[src/rtl/booth_mult_seq_pkg.sv]
// Shared types for the sequential radix-4 Booth multiplier.
//   state_e       : controller states (IDLE/RUN/DONE)
//   booth_digit_e : recoded multiplier digit {0,+1,+2,-1,-2}
//   iters()       : Booth iterations needed for a given operand width
package mult_pkg;

   typedef enum logic [1:0] {
      IDLE = 2'd0,
      RUN  = 2'd1,
      DONE = 2'd2
   } state_e;

   typedef enum logic [2:0] {
      ZERO = 3'd0,
      POS1 = 3'd1,
      POS2 = 3'd2,
      NEG1 = 3'd3,
      NEG2 = 3'd4
   } booth_digit_e;

   // Operands are extended by two bits, so one extra digit is retired
   // beyond WIDTH/2; that top digit is what makes the unsigned case exact.
   function automatic int iters(input int width);
      return width / 2 + 1;
   endfunction

endpackage

[src/rtl/booth_mult_seq_if.sv]
// Handshake/data bundle between a requester and booth_mult_seq.
//   start, is_signed, multiplicand, multiplier : request side
//   busy, done, product_hi, product_lo        : response side
interface booth_mult_seq_if #(
   parameter int WIDTH = 32
);
   logic             start;
   logic             is_signed;
   logic [WIDTH-1:0] multiplicand;
   logic [WIDTH-1:0] multiplier;
   logic             busy;
   logic             done;
   logic [WIDTH-1:0] product_hi;
   logic [WIDTH-1:0] product_lo;

   modport master (
      output start, is_signed, multiplicand, multiplier,
      input  busy, done, product_hi, product_lo
   );

   modport slave (
      input  start, is_signed, multiplicand, multiplier,
      output busy, done, product_hi, product_lo
   );
endinterface

[src/rtl/booth_mult_seq_encoder.sv]
// Radix-4 Booth recoder (combinational).
//   triplet : {b[i+1], b[i], b[i-1]}
//   neg     : digit is negative
//   one     : |digit| == 1
//   two     : |digit| == 2
module booth_r4_encoder
   import mult_pkg::*;
(
   input  logic [2:0] triplet,
   output logic       neg,
   output logic       one,
   output logic       two
);

   booth_digit_e digit;

   always_comb begin
      digit = ZERO;
      unique case (triplet)
         3'b000:  digit = ZERO;
         3'b001:  digit = POS1;
         3'b010:  digit = POS1;
         3'b011:  digit = POS2;
         3'b100:  digit = NEG2;
         3'b101:  digit = NEG1;
         3'b110:  digit = NEG1;
         3'b111:  digit = ZERO;
         default: digit = ZERO;
      endcase
      neg = (digit == NEG1) || (digit == NEG2);
      one = (digit == POS1) || (digit == NEG1);
      two = (digit == POS2) || (digit == NEG2);
   end

endmodule

[src/rtl/booth_mult_seq.sv]
// Sequential radix-4 Booth multiplier, fixed latency of iters(WIDTH)+1
// edges from the accepting start edge to the done pulse.
//   clk   : rising-edge clock
//   clr_n : asynchronous active-low reset
//   bus   : slave side of booth_mult_seq_if (start/operands in,
//           busy/done/product_hi/product_lo out, all registered)
//
// state | meaning
// IDLE  | waiting for start; operands latched on the accepting edge
// RUN   | one Booth digit retired per cycle, counter counts down
// DONE  | product registered, done pulsed, back to IDLE
module booth_mult_seq
   import mult_pkg::*;
#(
   parameter int WIDTH = 32
) (
   input  logic            clk,
   input  logic            clr_n,
   booth_mult_seq_if.slave bus
);

   localparam int ITERS = iters(WIDTH);
   localparam int AW    = WIDTH + 3;          // accumulator, holds +/-2M
   localparam int BW    = WIDTH + 2;          // extended multiplier
   localparam int PW    = AW + BW + 1;        // acc | multiplier | b[-1]
   localparam int CNT_W = $clog2(ITERS + 1);

   state_e           state, state_d;
   logic             load, step, finish;
   logic [PW-1:0]    preg;
   logic [AW-1:0]    mcand;
   logic [CNT_W-1:0] cnt;
   logic             busy_q, done_q;
   logic [WIDTH-1:0] hi_q, lo_q;

   logic             neg, one, two;
   logic [AW-1:0]    pp, acc_sum;
   logic [PW-1:0]    preg_shift;
   logic [AW-1:0]    a_ext;
   logic [BW-1:0]    b_ext;

   booth_r4_encoder u_enc (
      .triplet (preg[2:0]),
      .neg     (neg),
      .one     (one),
      .two     (two)
   );

   assign a_ext = {{3{bus.is_signed & bus.multiplicand[WIDTH-1]}}, bus.multiplicand};
   assign b_ext = {{2{bus.is_signed & bus.multiplier[WIDTH-1]}}, bus.multiplier};

   always_comb begin
      pp = '0;
      if (one)
         pp = mcand;
      else if (two)
         pp = {mcand[AW-2:0], 1'b0};
      if (neg)
         pp = ~pp + AW'(1);
      acc_sum    = preg[PW-1 -: AW] + pp;
      // Arithmetic shift keeps the accumulator sign while consumed
      // multiplier bits fall off the bottom.
      preg_shift = $signed({acc_sum, preg[BW:0]}) >>> 2;
   end

   always_ff @(posedge clk or negedge clr_n) begin
      if (!clr_n)
         state <= IDLE;
      else
         state <= state_d;
   end

   always_comb begin
      state_d = state;
      load    = 1'b0;
      step    = 1'b0;
      finish  = 1'b0;
      case (state)
         IDLE: begin
            if (bus.start) begin
               load    = 1'b1;
               state_d = RUN;
            end
         end
         RUN: begin
            step = 1'b1;
            if (cnt == CNT_W'(1))
               state_d = DONE;
         end
         DONE: begin
            finish  = 1'b1;
            state_d = IDLE;
         end
         default: state_d = IDLE;
      endcase
   end

   always_ff @(posedge clk or negedge clr_n) begin
      if (!clr_n) begin
         preg   <= '0;
         mcand  <= '0;
         cnt    <= '0;
         busy_q <= 1'b0;
         done_q <= 1'b0;
         hi_q   <= '0;
         lo_q   <= '0;
      end else begin
         done_q <= finish;
         if (load) begin
            preg   <= {{AW{1'b0}}, b_ext, 1'b0};
            mcand  <= a_ext;
            cnt    <= CNT_W'(ITERS);
            busy_q <= 1'b1;
         end
         if (step) begin
            preg <= preg_shift;
            cnt  <= cnt - CNT_W'(1);
         end
         if (finish) begin
            busy_q <= 1'b0;
            // bit 0 is the leftover b[-1] slot, so the product starts at bit 1
            hi_q   <= preg[2*WIDTH:WIDTH+1];
            lo_q   <= preg[WIDTH:1];
         end
      end
   end

   assign bus.busy       = busy_q;
   assign bus.done       = done_q;
   assign bus.product_hi = hi_q;
   assign bus.product_lo = lo_q;

endmodule

[src/flat_wrapper.sv]
// flat-port wrapper written by rule: the top's interface ports become plain ports
module booth_mult_seq_flat import mult_pkg::*;
#(
   parameter int WIDTH = 32
)
  (clk, clr_n, bus_start, bus_is_signed, bus_multiplicand, bus_multiplier, bus_busy, bus_done, bus_product_hi, bus_product_lo);
  booth_mult_seq_if #(.WIDTH(WIDTH)) bus_i ();
  input  logic clk;
  input  logic clr_n;
  input wire logic [$bits(bus_i.start)-1:0] bus_start;
  input wire logic [$bits(bus_i.is_signed)-1:0] bus_is_signed;
  input wire logic [$bits(bus_i.multiplicand)-1:0] bus_multiplicand;
  input wire logic [$bits(bus_i.multiplier)-1:0] bus_multiplier;
  output wire logic [$bits(bus_i.busy)-1:0] bus_busy;
  output wire logic [$bits(bus_i.done)-1:0] bus_done;
  output wire logic [$bits(bus_i.product_hi)-1:0] bus_product_hi;
  output wire logic [$bits(bus_i.product_lo)-1:0] bus_product_lo;
  assign bus_i.start = bus_start;
  assign bus_i.is_signed = bus_is_signed;
  assign bus_i.multiplicand = bus_multiplicand;
  assign bus_i.multiplier = bus_multiplier;
  assign bus_busy = bus_i.busy;
  assign bus_done = bus_i.done;
  assign bus_product_hi = bus_i.product_hi;
  assign bus_product_lo = bus_i.product_lo;
  booth_mult_seq #(.WIDTH(WIDTH)) u_core (.clk(clk), .clr_n(clr_n), .bus(bus_i));
endmodule
[config.mk]
export PLATFORM = sky130hd
export DESIGN_NAME = booth_mult_seq_flat
export DESIGN_NICKNAME = d
export VERILOG_FILES = /design/src/rtl/booth_mult_seq_pkg.sv /design/src/rtl/booth_mult_seq_if.sv /design/src/rtl/booth_mult_seq_encoder.sv /design/src/rtl/booth_mult_seq.sv /design/src/flat_wrapper.sv
export SDC_FILE = /design/constraint.sdc
export NUM_CORES = 1
export LEC_CHECK = 0
export ABC_AREA = 0
export CORE_MARGIN = 3
export CORE_UTILIZATION = 55
export DETAILED_ROUTE_END_ITERATION = 10
export GPL_TIMING_DRIVEN = 0
export PLACE_DENSITY = 0.87
export SYNTH_ARGS = -nofsm -noshare
export SYNTH_HDL_FRONTEND = slang
export SYNTH_SLANG_ARGS = --single-unit
[constraint.sdc]
create_clock -name clk -period 6.6 [get_ports clk]
set_clock_uncertainty 0.2 [all_clocks]
set_input_delay 1.65 -clock clk [delete_from_list [all_inputs] [get_ports clk]]
set_output_delay 1.65 -clock clk [all_outputs]
set_load 0.005 [all_outputs]
==> results.rst, run 1 <==
.. list-table::
   :header-rows: 1

   * - Metric
     - Value
   * - Outcome
     - finished, final reports clean
   * - Die X-Extent
     - 142 um
   * - Core footprint
     - 18100 sq um
   * - Number of buffers added by the clock tree synthesis step
     - 17
   * - Max FO, Critical Path
     - 19
   * - Clock slew at reported path FFs
     - 0.07 ns
   * - Clock Sink Count
     - 174
   * - Count of port buffers added during placement
     - 133
   * - Routed length per placed instance
     - ~19 um
   * - Post-synth cell types
     - between 60 and 70
   * - Critical-path top delay cell
     - sky130_fd_sc_hd__dfrtp_1
   * - Mean Syn Cell Area
     - 9.36 sq um
   * - Critical Path Max Stage Delay
     - 0.40 ns
   * - H-tree levels
     - 4
   * - Seq/Total Area, Yosys
     - 0.426
   * - WP buf/inv
     - 7
   * - Final setup violation count
     - 0
   * - Skew-Pair Late Insertion Delay
     - 0.44 ns
   * - DRT antenna net count
     - 0
   * - Antenna violations before repair
     - 0
   * - Delay-heaviest family, CP
     - compound AO/OA/AOI/OAI gates
   * - Worst slew slack as a fraction of its limit
     - 0.449
   * - Final critical-path required period
     - 6.24 ns
   * - Top-Level Pins
     - 134
   * - Final-report hold violation count
     - 0
   * - Final standard cell count with taps included and fillers excluded
     - 1488
   * - Number of buffers inserted for hold repair after clock tree synthesis
     - 0
   * - Critical path endpoint category
     - flop
   * - RSZ-0062 raised after global routing
     - false
   * - Number of enable-type register cells in the synthesized netlist
     - 0
   * - Dominant synthesized flop cell
     - sky130_fd_sc_hd__dfrtp_1
   * - Total congestion overflow after global routing
     - 0
   * - Remaining routing DRC violations
     - 0
   * - Post-synthesis instance area
     - ~10000 sq um
   * - Hpwl dp
     - approximately 20 mm
   * - Hold Crit Class
     - flop to flop
   * - Total wire length
     - 27.9 mm
   * - Nets@finish
     - roughly 1400
   * - Number of global-route vias before repair
     - 8854
   * - Count of fill cells added during filler insertion
     - 1395
   * - Synthesized instance count
     - 1091
   * - Fraction of final layout cells with drive strength greater than 1
     - 0.113
   * - Number of maximum-capacitance violations
     - 0
   * - Count of vias placed by the detailed router
     - 9082
   * - DR vias/cell
     - 6.10
   * - Rows
     - 49
   * - All-Layer GR Usage
     - 0.277
   * - Starting density of the core
     - 0.565
   * - Synthesis Warnings
     - 0
   * - CTS Root Cell
     - sky130_fd_sc_hd__clkbuf_16
   * - Fmax achieved
     - 160 MHz
   * - Most frequent cell on the critical path
     - sky130_fd_sc_hd__ha_1
   * - CTS tree
     - yes
   * - Cell count after placement
     - 1454
   * - CP startpoint kind
     - flop
   * - Die extent in y
     - 142 um
   * - Maximum buffer depth of the clock tree
     - 2
   * - Pin count of the biggest net entering global routing
     - between 100 and 150
   * - Slew of the pin with the lowest slew margin
     - 0.818 ns
   * - Final critical-path share of the clock period
     - 0.946
   * - N_diodes
     - 0
   * - Nets in the synthesized netlist
     - 1199
   * - Data required time of the worst path
     - 6.74 ns
   * - Area growth syn-to-layout
     - 22.5%
   * - Global-route wire length before repair
     - around 45 mm
   * - Area of the die
     - 20200 sq um
   * - Total of flip-flops plus latches after synthesis
     - 174
   * - Iteration-0 DRC Markers
     - roughly 850
   * - Max Transition Viols Final
     - 0
   * - Final weighted congestion in routability-driven placement
     - 0.955
   * - Start-to-end type of the worst setup path
     - flop to flop
   * - Pre-Repair DR Iteration Count
     - 5
   * - Worst Path Arrival
     - 6.38 ns
   * - Asr flop ratio synth
     - 1.00
==> layout by cell type (no fill, tap or decap), types with 12 or more instances in the layout <==
master and instances:
sky130_fd_sc_hd__o21ai_0 103, sky130_fd_sc_hd__a21o_1 16, sky130_fd_sc_hd__clkbuf_1 52, sky130_fd_sc_hd__nor2b_1 45, sky130_fd_sc_hd__nor2_1 29, sky130_fd_sc_hd__nand2_1 175, sky130_fd_sc_hd__clkbuf_16 17, sky130_fd_sc_hd__a22oi_1 46
sky130_fd_sc_hd__xnor2_1 30, sky130_fd_sc_hd__nand3_1 17, sky130_fd_sc_hd__inv_1 20, sky130_fd_sc_hd__ha_1 39, sky130_fd_sc_hd__xor2_1 33, sky130_fd_sc_hd__dfrtp_1 174, sky130_fd_sc_hd__clkdlybuf4s50_1 132, sky130_fd_sc_hd__mux2_2 63
sky130_fd_sc_hd__nor3_1 12, sky130_fd_sc_hd__a21oi_1 74, sky130_fd_sc_hd__and2_1 14
==> timing repair <==
item                                    in CTS  in global routing
setup buffers                                2                  2
gates cloned                                 0                  0
endpoints found under the setup margin      11                 11
pin swaps                                    1                  2
gates resized for setup                     10                 16
==> cell usage after synthesis (3+ instances only) <==
library cell	number	area [sq um]
sky130_fd_sc_hd__a211oi_1	8	60.1
sky130_fd_sc_hd__a21boi_0	3	22.5
sky130_fd_sc_hd__a21o_1	16	120
sky130_fd_sc_hd__a21oi_1	75	375
sky130_fd_sc_hd__a221o_1	4	40.0
sky130_fd_sc_hd__a221oi_1	8	70.1
sky130_fd_sc_hd__a22o_1	6	52.6
sky130_fd_sc_hd__a22oi_1	47	353
sky130_fd_sc_hd__a31oi_1	3	18.8
sky130_fd_sc_hd__a32o_1	3	30.0
sky130_fd_sc_hd__a32oi_1	6	52.6
sky130_fd_sc_hd__a32oi_2	3	48.8
sky130_fd_sc_hd__and2_1	14	87.6
sky130_fd_sc_hd__and3_1	8	50.1
sky130_fd_sc_hd__buf_1	4	15.0
sky130_fd_sc_hd__buf_2	3	15.0
sky130_fd_sc_hd__clkbuf_1	52	195
sky130_fd_sc_hd__dfrtp_1	174	4350
sky130_fd_sc_hd__ha_1	39	488
sky130_fd_sc_hd__inv_1	20	75.1
sky130_fd_sc_hd__mux2_2	63	709
sky130_fd_sc_hd__nand2_1	175	657
sky130_fd_sc_hd__nand2b_1	7	43.8
sky130_fd_sc_hd__nand3_1	17	85.1
sky130_fd_sc_hd__nand4_1	7	43.8
sky130_fd_sc_hd__nor2_1	30	113
sky130_fd_sc_hd__nor2b_1	45	282
sky130_fd_sc_hd__nor3_1	14	70.1
sky130_fd_sc_hd__nor3b_1	3	22.5
sky130_fd_sc_hd__nor4b_1	3	26.3
sky130_fd_sc_hd__o211ai_1	3	22.5
sky130_fd_sc_hd__o21ai_0	106	531
sky130_fd_sc_hd__o21bai_1	7	52.6
sky130_fd_sc_hd__o31ai_1	5	37.5
sky130_fd_sc_hd__or2_2	4	25.0
sky130_fd_sc_hd__xnor2_1	30	263
sky130_fd_sc_hd__xor2_1	33	289
==> metal layers <==
| metal | global-route usage | vias up | share of wire |
|---|---|---|---|
| met4 | 0.0919 | 0 | 0.028 |
| met1 | 0.369 | 4416 | 0.42 |
| met5 | 0 | - | 0 |
| met2 | 0.451 | 374 | 0.48 |
| li1 | - | 4223 | - |
| met3 | 0.0632 | 69 | 0.068 |
==> final timing paths <==
path                                                   to  cells past startpoint  slack (ns)           start
worst max register to register            u_core.preg[63]                     28        0.36  u_core.preg[1]
max in group asynchronous                 u_core.preg[63]                      2        4.37           clr_n
worst max-delay path                      u_core.preg[63]                     28        0.36  u_core.preg[1]
min in group asynchronous       u_core.bus.product_hi[15]                      1        0.91           clr_n
worst min register to register              u_core.cnt[4]                      1        0.28   u_core.cnt[4]
worst min-delay path                        u_core.cnt[4]                      1        0.28   u_core.cnt[4]
==> layout make-up <==
type / instances / area, sq um / area share
Multi-Input combinational cell: 833 / 5580 / 0.446
Inverter: 21 / 80.1 / 0.00640
Clock buffer: 20 / 447 / 0.0357
Tap cell: 229 / 287 / 0.0229
Sequential cell: 174 / 4350 / 0.348
Buffer: 61 / 262 / 0.0209
Clock inverter: 12 / 104 / 0.00830
Timing Repair Buffer: 138 / 1390 / 0.111
==> worst register-to-register path, delay by kind of cell, from the launching register on <==
family / cells / cell delay [ns]
AO/OA/AOI/OAI: 9 / 1.79
XOR/XNOR: 2 / 0.35
adder cells (fa/ha/maj): 3 / 0.77
buffers and inverters: 7 / 1.18
flip-flops: 1 / 0.40
AND/OR/NAND/NOR: 7 / 1.48
==> logic make-up after synthesis <==
logic type,Yosys count,synth area share
compound gates,321,0.202
buf+inv,84,0.0334
flops,174,0.426
mux,66,0.0729
xor+xnor,63,0.0540
simple gates,343,0.162
fa+ha+maj,40,0.0497
==> state kept, by name, indices dropped and copies added, names as in the netlist <==
| register | count |
|---|---|
| u_core.preg | 68 |
| u_core.mcand | 33 |
| u_core.bus.product_lo | 32 |
| u_core.cnt | 5 |
| u_core.bus.busy | 1 |
| u_core.state | 2 |
| u_core.bus.done | 1 |
| u_core.bus.product_hi | 32 |
==> through the flow <==
stage | TNS (ns) | util | area, sq um | hold slack (ns) | setup slack, ns
2_1_floorplan | 0 | - | 10200 | 0.246 | 0.701
3_3_place_gp | -572.68 | 0.654 | 11800 | 0.262 | -3.29
3_5_place_dp | -4.67 | 0.656 | 11900 | 0.274 | -0.879
4_1_cts | 0 | 0.688 | 12500 | 0.283 | 0.0414
5_1_grt | 0 | 0.692 | 12500 | 0.310 | 0.00513
6_report | 0 | 0.692 | 12500 | 0.280 | 0.356
Power of run 1 is not shown: default switching activity piles up to over one toggle a cycle in this logic, so the estimate is an artifact.
==> run 2, diff against run 1 <==
--- a/config.mk
+++ b/config.mk
@@ -8,9 +8,11 @@
 export ABC_AREA = 0
 export CORE_MARGIN = 3
 export CORE_UTILIZATION = 55
+export CTS_CLUSTER_DIAMETER = 40
 export DETAILED_ROUTE_END_ITERATION = 10
 export GPL_TIMING_DRIVEN = 0
 export PLACE_DENSITY = 0.87
 export SYNTH_ARGS = -nofsm -noshare
 export SYNTH_HDL_FRONTEND = slang
 export SYNTH_SLANG_ARGS = --single-unit
+export TNS_END_PERCENT = 50
==> results of run 2 <==
No change in the layout: final DEF, timing and power equal those of run 1.
Power of run 2 is left out for the same reason.
==> run 3, diff against run 2 <==
--- a/config.mk
+++ b/config.mk
@@ -6,6 +6,7 @@
 export NUM_CORES = 1
 export LEC_CHECK = 0
 export ABC_AREA = 0
+export CAP_MARGIN = 20
 export CORE_MARGIN = 3
 export CORE_UTILIZATION = 55
 export CTS_CLUSTER_DIAMETER = 40
==> constraint.sdc (replaced) <==
create_clock -name clk -period 6.5 [get_ports clk]
set_clock_uncertainty 0.2 [all_clocks]
set_input_delay 1.625 -clock clk [delete_from_list [all_inputs] [get_ports clk]]
set_output_delay 1.625 -clock clk [all_outputs]
set_load 0.005 [all_outputs]
==> results.rst, run 3 (synthesized netlist as in run 1, its figures left out) <==
.. list-table::
   :header-rows: 1

   * - Metric
     - Value
   * - Nets@finish
     - 1351
   * - Area of the die
     - 20200 sq um
   * - Maximum buffer depth of the clock tree
     - 2
   * - Hold Crit Class
     - flop to flop
   * - Number of buffers added by the clock tree synthesis step
     - 17
   * - Iteration-0 DRC Markers
     - 894
   * - Met3 Use GR
     - 0.0632
   * - Delay-heaviest family, CP
     - compound AO/OA/AOI/OAI gates
   * - Met2 layer usage reported by global route
     - 0.453
   * - Final critical-path required period
     - roughly 6.2 ns
   * - Rows
     - 49
   * - Pre-Repair DR Iteration Count
     - 8
   * - Final critical-path share of the clock period
     - 0.953
   * - Number of buffers inserted for hold repair after clock tree synthesis
     - 0
   * - Critical-path top delay cell
     - sky130_fd_sc_hd__ha_1
   * - Skew-Pair Late Insertion Delay
     - 0.44 ns
   * - Critical Path Max Stage Delay
     - 0.41 ns
   * - Final setup violation count
     - 0
   * - Worst Path Arrival
     - 6.31 ns
   * - Total wire length
     - roughly 28 mm
   * - Final-report hold violation count
     - 0
   * - Starting density of the core
     - 0.565
   * - Worst slew slack as a fraction of its limit
     - 0.392
   * - Outcome
     - finished, final reports clean
   * - N_diodes
     - 0
   * - Highest-utilization routing layer at the global route stage
     - met2
   * - Antenna violations before repair
     - 0
   * - Total congestion overflow after global routing
     - 0
   * - CTS tree
     - yes
   * - CP startpoint kind
     - flop
   * - Max Transition Viols Final
     - 0
   * - Critical path endpoint category
     - flop
   * - Met1 Use GR
     - 0.369
   * - Fmax achieved
     - 161 MHz
   * - Sequential standard cell area
     - about 4400 sq um
   * - Remaining routing DRC violations
     - 0
   * - Count of port buffers added during placement
     - 133
   * - Clock slew at reported path FFs
     - about 0.07 ns
   * - Most frequent cell on the critical path
     - sky130_fd_sc_hd__ha_1
   * - Number of global-route vias before repair
     - around 9000
   * - Area growth syn-to-layout
     - 22.5%
   * - Most frequent cells in the layout
     - 175 x sky130_fd_sc_hd__nand2_1, 174 x sky130_fd_sc_hd__dfrtp_1, 132 x sky130_fd_sc_hd__clkdlybuf4s50_1
   * - Max FO, Critical Path
     - 19
   * - Global-route wire length before repair
     - 45.2 mm
   * - WP buf/inv
     - 6
   * - Start-to-end type of the worst setup path
     - flop to flop
   * - Hpwl dp
     - 20.3 mm
   * - Top-Level Pins
     - 134
   * - Data required time of the worst path
     - roughly 6.6 ns
   * - Die extent in y
     - 142 um
   * - Slew of the pin with the lowest slew margin
     - 0.903 ns
   * - Pin count of the biggest net entering global routing
     - 125
   * - Routed length per placed instance
     - 18.9 um
   * - CTS Root Cell
     - sky130_fd_sc_hd__clkbuf_16
   * - Core footprint
     - 18100 sq um
   * - Number of maximum-capacitance violations
     - 0
   * - DR vias/cell
     - 6.10
   * - All-Layer GR Usage
     - 0.278
   * - DRT antenna net count
     - 0
   * - Fraction of final layout cells with drive strength greater than 1
     - 0.113
   * - RSZ-0062 raised after global routing
     - false
   * - Final standard cell count with taps included and fillers excluded
     - 1485
   * - Top reg by flops
     - u_core.preg
   * - Clock Sink Count
     - 174
   * - Combined area of the multi-input logic cells
     - 5600 sq um
   * - Final weighted congestion in routability-driven placement
     - 0.955
   * - Largest regs
     - u_core.preg (68), u_core.mcand (33)
   * - Most common cell after layout, fill and taps aside
     - sky130_fd_sc_hd__nand2_1
   * - Count of fill cells added during filler insertion
     - approximately 1400
   * - Count of vias placed by the detailed router
     - 9058
   * - Number of flip-flops in the largest register
     - 68
   * - H-tree levels
     - 4
   * - Die X-Extent
     - approximately 140 um
   * - Cell count after placement
     - 1454
-- run 3: changes by cell type in the layout (fill, tap and decap cells not counted), sizes merged --
cell	previous run	this run
buf	17	15
clkbuf	70	69
-- run 3: path summary, 6_finish.rpt --
path                                 from                        end  slack [ns]  cells past startpoint
max in group asynchronous           clr_n  u_core.bus.product_lo[25]        4.29                      2
min in group asynchronous           clr_n  u_core.bus.product_hi[15]        0.88                      1
max                        u_core.preg[1]            u_core.preg[65]        0.31                     27
max reg2reg                u_core.preg[1]            u_core.preg[65]        0.31                     27
min reg2reg                 u_core.cnt[4]              u_core.cnt[4]        0.28                      1
min                         u_core.cnt[4]              u_core.cnt[4]        0.28                      1
-- run 3: repair_timing --
action	CTS	global route
resized for setup	12	12
setup endpoints to repair	13	12
pin swaps	2	2
buffers inserted	3	0
-- run 3: cell type report --
cell class,count,area share
multi-input cells,833,0.447
clock inverters,12,0.00830
flip-flops and latches,174,0.348
clock buffers,20,0.0357
well taps,229,0.0229
repair buffers,137,0.111
plain buffers,59,0.0202
inverters,21,0.00640
-- run 3: through the flow --
stage               worst slack, ns   util  TNS (ns)  cell area, sq um  hold WS (ns)
global route                0.00312  0.691         0             12500         0.310
CTS                          0.0464  0.689         0             12500         0.283
detailed placement           -0.979  0.656     -5.83             11900         0.274
floorplan                     0.601      -         0             10200         0.246
global placement              -3.36  0.654   -586.89             11800         0.262
finish                        0.307  0.691         0             12500         0.280
-- run 3: metal layers --
layer / vias to the layer above / wire (um)
met5: - / 0
met4: 0 / 699
met3: 63 / 1900
met2: 375 / 13500
met1: 4404 / 11900
li1: 4216 / -
Power of run 3 is left out for the same reason.
